### config.mk
export PLATFORM = sky130hd
export DESIGN_NAME = debounce_fsm_amisha
export DESIGN_NICKNAME = d
export VERILOG_FILES = /design/src/rtl/debounce_pkg_amisha.sv /design/src/rtl/debounce_tick_gen_amisha.sv /design/src/rtl/debounce_fsm_amisha.sv
export SDC_FILE = /design/constraint.sdc
export NUM_CORES = 1
export LEC_CHECK = 0
export CORE_MARGIN = 1
export CORE_UTILIZATION = 24
export CTS_BUF_LIST = sky130_fd_sc_hd__clkbuf_8
export DETAILED_ROUTE_END_ITERATION = 10
export GPL_TIMING_DRIVEN = 0
export SKIP_CTS_REPAIR_TIMING = 1
export SYNTH_ARGS = -nofsm -noshare
export SYNTH_HDL_FRONTEND = slang
export SYNTH_SLANG_ARGS = --single-unit
### constraint.sdc
create_clock -name clk_amisha -period 3.4 [get_ports clk_amisha]
set_input_delay 0.85 -clock clk_amisha [delete_from_list [all_inputs] [get_ports clk_amisha]]
set_output_delay 0.85 -clock clk_amisha [all_outputs]
set_load 0.1 [all_outputs]
### src/rtl/debounce_pkg_amisha.sv
// Shared state encodings and default sizing for the switch debouncer.
// Latency: n/a (types and constants only).
// Backpressure: n/a.
package debounce_pkg_amisha;

    typedef enum logic [1:0] {
        ZERO  = 2'b00,
        WAIT1 = 2'b01,
        ONE   = 2'b10,
        WAIT0 = 2'b11
    } state_t;

    // Prescaler width: one sample tick every 2^19 clocks (~10.5 ms at 50 MHz)
    localparam int DEFAULT_N            = 19;
    // Consecutive stable sample ticks needed before a level change is accepted
    localparam int DEFAULT_STABLE_TICKS = 3;

    // Width of a counter holding 0..ticks-1; never narrower than one bit
    function automatic int cnt_width(input int ticks);
        return (ticks <= 2) ? 1 : $clog2(ticks);
    endfunction

endpackage

### src/rtl/debounce_tick_gen_amisha.sv
// Sample-tick prescaler: free-running N-bit counter, m_tick high while it sits at all-ones.
// Latency: first tick 2^N-1 cycles after reset release, then every 2^N cycles.
// Backpressure: none; free-running, no flow control.
module debounce_tick_gen_amisha
    import debounce_pkg_amisha::*;
#(
    parameter int N = DEFAULT_N
) (
    input  logic clk_amisha,
    input  logic reset_amisha,
    output logic m_tick_amisha
);

    logic [N-1:0] q;

    // Free-running up-counter, wraps naturally from all-ones to zero
    always_ff @(posedge clk_amisha or posedge reset_amisha) begin
        if (reset_amisha) begin
            q <= '0;
        end else begin
            q <= q + 1'b1;
        end
    end

    assign m_tick_amisha = (q == {N{1'b1}});

endmodule

### src/rtl/debounce_fsm_amisha.sv
// Switch debouncer: clean level plus one-cycle rising-edge tick; DEBOUNCE_SYNC_EN adds a 2-flop input synchronizer.
// Latency: (STABLE_TICKS-1)*2^N+1 .. STABLE_TICKS*2^N cycles from a stable input change (+2 with DEBOUNCE_SYNC_EN).
// Backpressure: none; input sampled every cycle, outputs are unconditional.
module debounce_fsm_amisha
    import debounce_pkg_amisha::*;
#(
    parameter int N            = DEFAULT_N,
    parameter int STABLE_TICKS = DEFAULT_STABLE_TICKS
) (
    input  logic clk_amisha,
    input  logic reset_amisha,
    input  logic sw_amisha,
    output logic db_level_amisha,
    output logic db_tick_amisha
);

    localparam int             CW       = cnt_width(STABLE_TICKS);
    localparam logic [CW-1:0]  CNT_LAST = CW'(STABLE_TICKS - 1);

    state_t        state_reg;
    state_t        state_next;
    logic [CW-1:0] cnt_reg;
    logic [CW-1:0] cnt_next;
    logic          m_tick_amisha;
    logic          sw_s;

`ifdef DEBOUNCE_SYNC_EN
    logic [1:0] sync_ff;

    // Two-flop synchronizer for an asynchronous raw switch input
    always_ff @(posedge clk_amisha or posedge reset_amisha) begin
        if (reset_amisha) begin
            sync_ff <= 2'b00;
        end else begin
            sync_ff <= {sync_ff[0], sw_amisha};
        end
    end

    assign sw_s = sync_ff[1];
`else
    // Caller guarantees sw_amisha is already synchronous to clk_amisha
    assign sw_s = sw_amisha;
`endif

    debounce_tick_gen_amisha #(
        .N (N)
    ) u_tick_gen (
        .clk_amisha    (clk_amisha),
        .reset_amisha  (reset_amisha),
        .m_tick_amisha (m_tick_amisha)
    );

    // State and sample-counter registers
    always_ff @(posedge clk_amisha or posedge reset_amisha) begin
        if (reset_amisha) begin
            state_reg <= ZERO;
            cnt_reg   <= '0;
        end else begin
            state_reg <= state_next;
            cnt_reg   <= cnt_next;
        end
    end

    // Next state, sample count and Mealy tick; a reverting input beats a sample tick
    always_comb begin
        state_next     = state_reg;
        cnt_next       = cnt_reg;
        db_tick_amisha = 1'b0;
        case (state_reg)
            ZERO: begin
                if (sw_s) begin
                    state_next = WAIT1;
                    cnt_next   = '0;
                end
            end
            WAIT1: begin
                if (!sw_s) begin
                    state_next = ZERO;
                end else if (m_tick_amisha) begin
                    if (cnt_reg == CNT_LAST) begin
                        state_next     = ONE;
                        db_tick_amisha = 1'b1;
                    end else begin
                        cnt_next = cnt_reg + 1'b1;
                    end
                end
            end
            ONE: begin
                if (!sw_s) begin
                    state_next = WAIT0;
                    cnt_next   = '0;
                end
            end
            WAIT0: begin
                if (sw_s) begin
                    state_next = ONE;
                end else if (m_tick_amisha) begin
                    if (cnt_reg == CNT_LAST) begin
                        state_next = ZERO;
                    end else begin
                        cnt_next = cnt_reg + 1'b1;
                    end
                end
            end
            default: begin
                state_next = ZERO;
                cnt_next   = '0;
            end
        endcase
    end

    // Debounced level is a pure decode of the registered state
    assign db_level_amisha = (state_reg == ONE) || (state_reg == WAIT0);

endmodule
==> results.cfg, run 1 <==
[power]
leakagePower_nw = 0.525
power_mw = 0.463
vdd_drop_max_mv = 0.175
powerDensity_mw_per_mm2 = 387

[placed_design]
dp_hpwl_um = 1250
dp_worst_setup_slack_ps = -351
place_area_mm2 = 0.00115
gp_congestion = 0.630
numPortBuffers = 4

[cells_and_area]
synthToLayoutAreaGrowth_pct = 13.8
final_nets = 104
final_area_mm2 = 0.00119
largest_register_ffs = 19
drive_above_1_share_pct = 9.18
antenna_cells = 0

[clock_tree]
clock-sinks = 23
numCtsBuffers = 3
cts-root-buf = clkbuf_8
cts_buffer_depth = 2
clk_pin_slew_ps = 70
cts_htree_levels = 1
cts_tree = done
clk_latency_ps = 260

[timing]
fmax_mhz = 311
min_period_over_period_pct = 94.5
slew_viol_final = 0
fin_crit_ps = 3210
fin_ws_ps = 188
max-slew-margin-rel_pct = 34.5
setup_tns_ps = 0
finalSetupViolCount = 0
hold_ws_ps = 482
hold_viol = 0
fin_skew_ps = 0.903
rsz0062_at_grt = false
worst_pin_slew_ps = 979

[grt]
grt_overflow = 0
grt_use_total_pct = 8.45
grt_pass1_wl_um = 2950
antenna_found_initial = 0
grt_start_max_net_pins = 24
grt_pass1_vias = 665

[floorplan]
die_h_um = 68.1
placementRows = 23
core_mm2 = 0.00409
fp.dieW_um = 68.1
initial_utilization_pct = 25.7
design.die.area_mm2 = 0.00464
pin_count = 5

[detailed_routing]
wl_um = 1690
vias = 661
first_pass_iters = 4
post_drt_wl_per_cell_um = 11.4
drc = 0
via_per_inst = 4.47
drt.antenna.violating_nets = 0
drt_iter0_markers = 19

[logic_synthesis]
syn_nets = 95
ys_seq_area_share_pct = 54.8
yosysTopAreaCellShare_pct = 54.8
syn_area_per_cell_um2 = 11.7
netlist_area_mm2 = 0.00105
synth_common_cells = 23 x dfrtp_1, 15 x xnor2_1, 9 x nand2_1, 8 x nand3_1, 5 x nand4_1
synth.area.top_cells = dfrtp_1 55%, xnor2_1 13%, nand3_1 3.8%
yosys_warnings = 0
synth_top_cell_by_area = dfrtp_1
syn_inst = 90
synth-seq-cells = 23
synth_cell_types = 23
synth_most_common_cell = dfrtp_1
async_reset_ff_share_pct = 100
synth_edf_count = 0
synth_top_flop_cell = dfrtp_1

[setup_path]
crit_chain = ha_1 > nand3_1 > or3_2 > nor4_4 > and3b_1 > clkbuf_4
slowest_stage = or3_2
crit_family = simple AND/OR/NAND/NOR gates
start_kind = flop
cp_max_fo = 6
crit_path_end_kind = output port
cp.buffers_inverters = 1
setup.worst_path.class = reg -> out
critPathMaxStageDelay_ps = 500
cp_data_required_time_ps = 2550
arrival_ps = 2360

[flow_run]
cap_violations = 0

[min_path]
hp-class = reg -> reg

[status]
status = finished clean
## path summary, 6_finish.rpt
path | start | endpoint | slack (ps) | cells past startpoint
worst max-delay path | u_tick_gen.q[0] | db_tick_amisha | 190 | 6
worst min-delay path | u_tick_gen.q[12] | u_tick_gen.q[12] | 480 | 1
worst max register to register | u_tick_gen.q[0] | flop | 1350 | 5
worst min register to register | u_tick_gen.q[12] | u_tick_gen.q[12] | 480 | 1
max in group asynchronous | reset_amisha | u_tick_gen.q[17] | 1820 | 2
min in group asynchronous | reset_amisha | u_tick_gen.q[15] | 1060 | 2
## worst register-to-register path, delay by kind of cell, from the launching register on
family	cells	cell delay, ps
AND/OR/NAND/NOR	3	990
flip-flops	1	390
adder cells (fa/ha/maj)	1	190
multiplexers	1	370
## routing by layer
layer | share of wire (%) | global-route usage (%)
met5 | 0 | 0
met4 | 0.89 | 2.34
met3 | 1.4 | 1.50
met2 | 49 | 14.7
met1 | 49 | 10.6
## cell usage in the layout, fill, tap and decap left out, types with 2 or more instances in the layout
cell / Yosys / layout
and4_1: 3 / 3
clkbuf_8: 0 / 3
clkdlybuf4s50_1: 0 / 3
dfrtp_1: 23 / 23
ha_1: 2 / 2
inv_1: 4 / 5
nand2_1: 9 / 9
nand3_1: 8 / 8
nand4_1: 5 / 5
nor2_1: 3 / 3
o211ai_1: 2 / 2
or4_1: 2 / 2
xnor2_1: 15 / 15
xor2_1: 3 / 3
## power by group
group          internal (mW)  switching, mW  total [mW]
Clock                 0.0804         0.0801       0.160
Sequential             0.278        0.00402       0.282
Combinational        0.00876         0.0119      0.0206
Total                  0.367         0.0960       0.463
## cells by family (layout without fill, tap and decap cells)
| kind of cell | count (synthesis) | count (layout) | share of synthesized area, % |
|---|---|---|---|
| AND/OR/NAND/NOR | 39 | 39 | 23.5 |
| flip-flops | 23 | 23 | 54.8 |
| XOR/XNOR | 18 | 18 | 15.0 |
| buffers and inverters | 5 | 13 | 1.79 |
| adder cells (fa/ha/maj) | 2 | 2 | 2.38 |
| AO/OA/AOI/OAI | 2 | 2 | 1.43 |
| multiplexers | 1 | 1 | 1.07 |
## area by class of cell
type	count	area [um2]
Fill cell	428	2890
Sequential cell	23	576
Multi-Input combinational cell	62	455
Tap cell	50	62.6
Clock buffer	3	41.3
Timing Repair Buffer	4	37.5
Inverter	4	15.0
Clock inverter	1	3.75
Buffer	1	3.75
## stage by stage
stage | instances | utilization [%]
after floorplan | 90 | -
after global placement | 144 | 28.2
after detailed placement | 144 | 28.2
after CTS | 148 | 29.3
after global routing | 148 | 29.2
final | 148 | 29.2
Note: power is estimated with default switching activity, not from simulation.
==> run 2, diff against run 1 <==
--- a/config.mk
+++ b/config.mk
@@ -5,11 +5,14 @@
 export SDC_FILE = /design/constraint.sdc
 export NUM_CORES = 1
 export LEC_CHECK = 0
+export CORE_ASPECT_RATIO = 1.1
 export CORE_MARGIN = 1
 export CORE_UTILIZATION = 24
 export CTS_BUF_LIST = sky130_fd_sc_hd__clkbuf_8
+export CTS_CLUSTER_SIZE = 14
 export DETAILED_ROUTE_END_ITERATION = 10
 export GPL_TIMING_DRIVEN = 0
+export PLACE_DENSITY = 0.37
 export SKIP_CTS_REPAIR_TIMING = 1
 export SYNTH_ARGS = -nofsm -noshare
 export SYNTH_HDL_FRONTEND = slang
==> run 2 against run 1 <==
Clock skew grew 6.1 ps. Sequential share of layout area shrank 0.15 points. Utilization grew 0.11 points. Register-to-register slack lost 20 ps. Critical path type unchanged. Wire length shrank 0.77%. First-iteration DRC count grew 11%. Count of clock-buffer cells in the layout is the same.
==> results.cfg, run 2 (same netlist as run 1, synthesis figures left out) <==
[status]
status = finished clean

[clock_tree]
numCtsBuffers = 3
cts_htree_levels = 1
clk_pin_slew_ps = 90
cts_tree = done
clk_latency_ps = 260
cts-root-buf = clkbuf_8
clock-sinks = 23
cts_buffer_depth = 2

[setup_path]
slowest_stage = or3_2
arrival_ps = 2330
critPathMaxStageDelay_ps = 500
crit_path_end_kind = output port
cp_data_required_time_ps = 2550
crit_chain = ha_1 > nand3_1 > or3_2 > nor4_4 > and3b_1 > buf_4
cp_max_fo = 6
setup.worst_path.class = reg -> out
start_kind = flop

[detailed_routing]
post_drt_wl_per_cell_um = 11.2
wl_um = 1680
drt.antenna.violating_nets = 0
first_pass_iters = 3
drt_iter0_markers = 21
via_per_inst = 4.42
drc = 0
vias = 663

[cells_and_area]
final_nets = 104
final_common_cell = dfrtp_1
multi_input_area_um2 = 455
fillers = 444
synthToLayoutAreaGrowth_pct = 14.2
largest_register_ffs = 19
antenna_cells = 0
final_area_mm2 = 0.00120
seq_area_um2 = 576
drive_above_1_share_pct = 10.2
final_cell_mix = 23 x dfrtp_1, 15 x xnor2_1, 9 x nand2_1, 8 x nand3_1, 5 x nand4_1
fin_cells = 150

[floorplan]
fp.dieW_um = 65.1
initial_utilization_pct = 25.7
die_h_um = 71.4
placementRows = 24
pin_count = 5
design.die.area_mm2 = 0.00464
core_mm2 = 0.00408

[placed_design]
place_area_mm2 = 0.00115
dp_hpwl_um = 1190
dp.cells = 146
gp_congestion = 0.682
numPortBuffers = 4

[power]
powerDensity_mw_per_mm2 = 392
vdd_drop_max_mv = 0.149
leakagePower_nw = 0.524

[timing]
fmax_mhz = 314
fin_skew_ps = 7.05
setup_tns_ps = 0
hold_ws_ps = 468
min_period_over_period_pct = 93.6
slew_viol_final = 0
hold_viol = 0
finalSetupViolCount = 0
worst_pin_slew_ps = 960
fin_crit_ps = 3180
rsz0062_at_grt = false
max-slew-margin-rel_pct = 35.8

[min_path]
hp-class = reg -> reg

[grt]
grt_pass1_wl_um = 3020
grt_overflow = 0
grt_pass1_vias = 649
antenna_found_initial = 0
grt_use_total_pct = 8.40
grt_start_max_net_pins = 24

[flow_run]
cap_violations = 0
[run 2: layer usage]
layer  up-vias  track usage, %  wire [um]
met4         0            2.17         12
met3         2            1.91         47
li1        330               -          -
met1       326            12.2        880
met2         5            12.6        737
met5         -               0          0
[run 2: cell type report]
| cell class | instances | area share [%] |
|---|---|---|
| sequential | 23 | 48.0 |
| multi-input combinational | 62 | 38.0 |
| tap | 52 | 5.43 |
| clock buffer | 3 | 3.44 |
| timing repair buffer | 4 | 3.13 |
| inverter | 4 | 1.25 |
| clock inverter | 1 | 0.418 |
| buffer | 1 | 0.313 |
[run 2: path summary, 6_finish.rpt]
path,from,cells after the start,end,slack (ps)
max in group asynchronous,reset_amisha,2,cnt_reg[0],1790
worst min register to register,u_tick_gen.q[12],1,u_tick_gen.q[12],470
worst max-delay path,u_tick_gen.q[0],6,db_tick_amisha,220
min in group asynchronous,reset_amisha,2,u_tick_gen.q[11],1070
worst max register to register,u_tick_gen.q[0],5,flop,1330
worst min-delay path,u_tick_gen.q[12],1,u_tick_gen.q[12],470
[run 2: worst max-delay path: cells and delay by family (launching register included)]
kind / cells / cell delay (ps)
and+or+nand+nor: 4 / 1180
DFF: 1 / 400
buffers and inverters: 1 / 280
adders and majority gates: 1 / 200
[run 2: power by group]
part	internal (mW)	total [mW]	switching, mW
Combinational	0.00878	0.0206	0.0118
Clock	0.0816	0.169	0.0870
Sequential	0.278	0.281	0.00339
Total	0.368	0.470	0.102
[run 2: through the flow]
step           setup WS, ps  power [mW]  util, %
2_1_floorplan           306       0.300        -
5_1_grt                24.1       0.494     29.4
3_5_place_dp           -360       0.308     28.3
4_1_cts                -654       0.481     29.4
6_report                219       0.470     29.4
3_3_place_gp           -355       0.308     28.3
==> run 3, diff against run 2 <==
--- a/config.mk
+++ b/config.mk
@@ -5,14 +5,16 @@
 export SDC_FILE = /design/constraint.sdc
 export NUM_CORES = 1
 export LEC_CHECK = 0
+export CAP_MARGIN = 40
 export CORE_ASPECT_RATIO = 1.1
 export CORE_MARGIN = 1
 export CORE_UTILIZATION = 24
 export CTS_BUF_LIST = sky130_fd_sc_hd__clkbuf_8
 export CTS_CLUSTER_SIZE = 14
 export DETAILED_ROUTE_END_ITERATION = 10
+export DONT_BUFFER_PORTS = 1
 export GPL_TIMING_DRIVEN = 0
-export PLACE_DENSITY = 0.37
+export PLACE_DENSITY = 0.35
 export SKIP_CTS_REPAIR_TIMING = 1
 export SYNTH_ARGS = -nofsm -noshare
 export SYNTH_HDL_FRONTEND = slang
==> run 3 against run 2 <==
Sequential cell count did not move. Largest power group unchanged. Utilization increased by 0.49 points. Global-route usage rose by 1.1 points. Register-to-register slack improved by 20 ps.
==> results.cfg, run 3 (same netlist as run 1, synthesis figures left out) <==
[detailed_routing]
post_drt_wl_per_cell_um = 12.1
vias = 660
drt.antenna.violating_nets = 0
first_pass_iters = 4
drc = 0
wl_um = 1800
drt_iter0_markers = 42
via_per_inst = 4.43

[cells_and_area]
largest_register_ffs = 19
fillers = 434
final_area_mm2 = 0.00122
seq_area_um2 = 576
drive_above_1_share_pct = 12.4
utilization_pct = 29.8
synthToLayoutAreaGrowth_pct = 16.1
antenna_cells = 0
multi_input_area_um2 = 455
final_common_cell = dfrtp_1
final_cell_mix = 23 x dfrtp_1, 15 x xnor2_1, 9 x nand2_1, 8 x nand3_1, 5 x nand4_1
final_nets = 103

[floorplan]
placementRows = 24
design.die.area_mm2 = 0.00464
initial_utilization_pct = 25.7
die_h_um = 71.4
core_mm2 = 0.00408
pin_count = 5
fp.dieW_um = 65.1

[grt]
antenna_found_initial = 0
grt_use_total_pct = 9.50
grt_overflow = 0
grt_start_max_net_pins = 15
grt_pass1_wl_um = 3310
grt_pass1_vias = 701

[clock_tree]
cts_tree = done
numCtsBuffers = 3
cts_htree_levels = 1
clock-sinks = 23
clk_latency_ps = 270
cts-root-buf = clkbuf_8
clk_pin_slew_ps = 90
cts_buffer_depth = 2

[timing]
setup_tns_ps = 0
hold_viol = 0
worst_pin_slew_ps = 743
max-slew-margin-rel_pct = 50.4
rsz0062_at_grt = false
hold_ws_ps = 470
min_period_over_period_pct = 92.3
finalSetupViolCount = 0
fin_skew_ps = 14.2
slew_viol_final = 0
fin_crit_ps = 3140
fmax_mhz = 319

[setup_path]
start_kind = flop
crit_path_end_kind = output port
cp_data_required_time_ps = 2550
arrival_ps = 2290
setup.worst_path.class = reg -> out
cp_max_fo = 6

[flow_run]
cap_violations = 0

[placed_design]
place_area_mm2 = 0.00117
numPortBuffers = 0
dp_hpwl_um = 1310
gp_congestion = 0.659

[power]
powerDensity_mw_per_mm2 = 390
vdd_drop_max_mv = 0.213
leakagePower_nw = 0.535

[min_path]
hp-class = in -> async

[status]
status = finished clean
[run 3: changes by cell type in the layout (fill, tap and decap cells not counted)]
cell             delta
buf_16              +1
buf_4               -1
buf_8               +2
clkdlybuf4s50_1     -3
[run 3: layout make-up]
class,count,area share (%)
buffer,1,0.308
sequential,23,47.2
timing repair buffer,3,4.72
clock buffer,3,3.39
multi-input combinational,62,37.4
tap,52,5.34
clock inverter,1,0.411
inverter,4,1.23
[run 3: final timing paths]
path / slack [ps] / depth (start not counted) / end / startpoint
max: 260 / 6 / db_tick_amisha / u_tick_gen.q[0]
min: 470 / 1 / u_tick_gen.q[3] / reset_amisha
max reg2reg: 1350 / 5 / flop / u_tick_gen.q[0]
min reg2reg: 470 / 1 / u_tick_gen.q[12] / u_tick_gen.q[12]
max in group asynchronous: 2480 / 2 / u_tick_gen.q[17] / reset_amisha
min in group clk_amisha: 470 / 1 / u_tick_gen.q[12] / u_tick_gen.q[12]
[run 3: through the flow]
stage | power (mW) | cells | setup WS [ps]
floorplan | 0.300 | 90 | 306
global placement | 0.306 | 142 | 113
detailed placement | 0.309 | 145 | 510
CTS | 0.488 | 149 | 215
global route | 0.501 | 149 | 88.1
finish | 0.475 | 149 | 261
[run 3: where the power goes]
group | internal, mW | total (mW) | switching (mW)
Clock | 0.0819 | 0.172 | 0.0904
Combinational | 0.00991 | 0.0218 | 0.0119
Sequential | 0.278 | 0.281 | 0.00376
[run 3: critical path, stage by stage (launching register included)]
cell and delay (ps):
dfrtp_1 390, ha_1 190, nand3_1 210, or3_2 500
nor4_4 290, and3b_1 240, buf_8 200
[run 3: per-layer routing]
| metal | up-vias | GRT usage (%) | wire [um] |
|---|---|---|---|
| li1 | 331 | - | - |
| met1 | 315 | 12.7 | 899 |
| met2 | 10 | 14.4 | 789 |
| met3 | 4 | 3.34 | 84 |
| met4 | 0 | 2.90 | 26 |
| met5 | - | 0 | 0 |
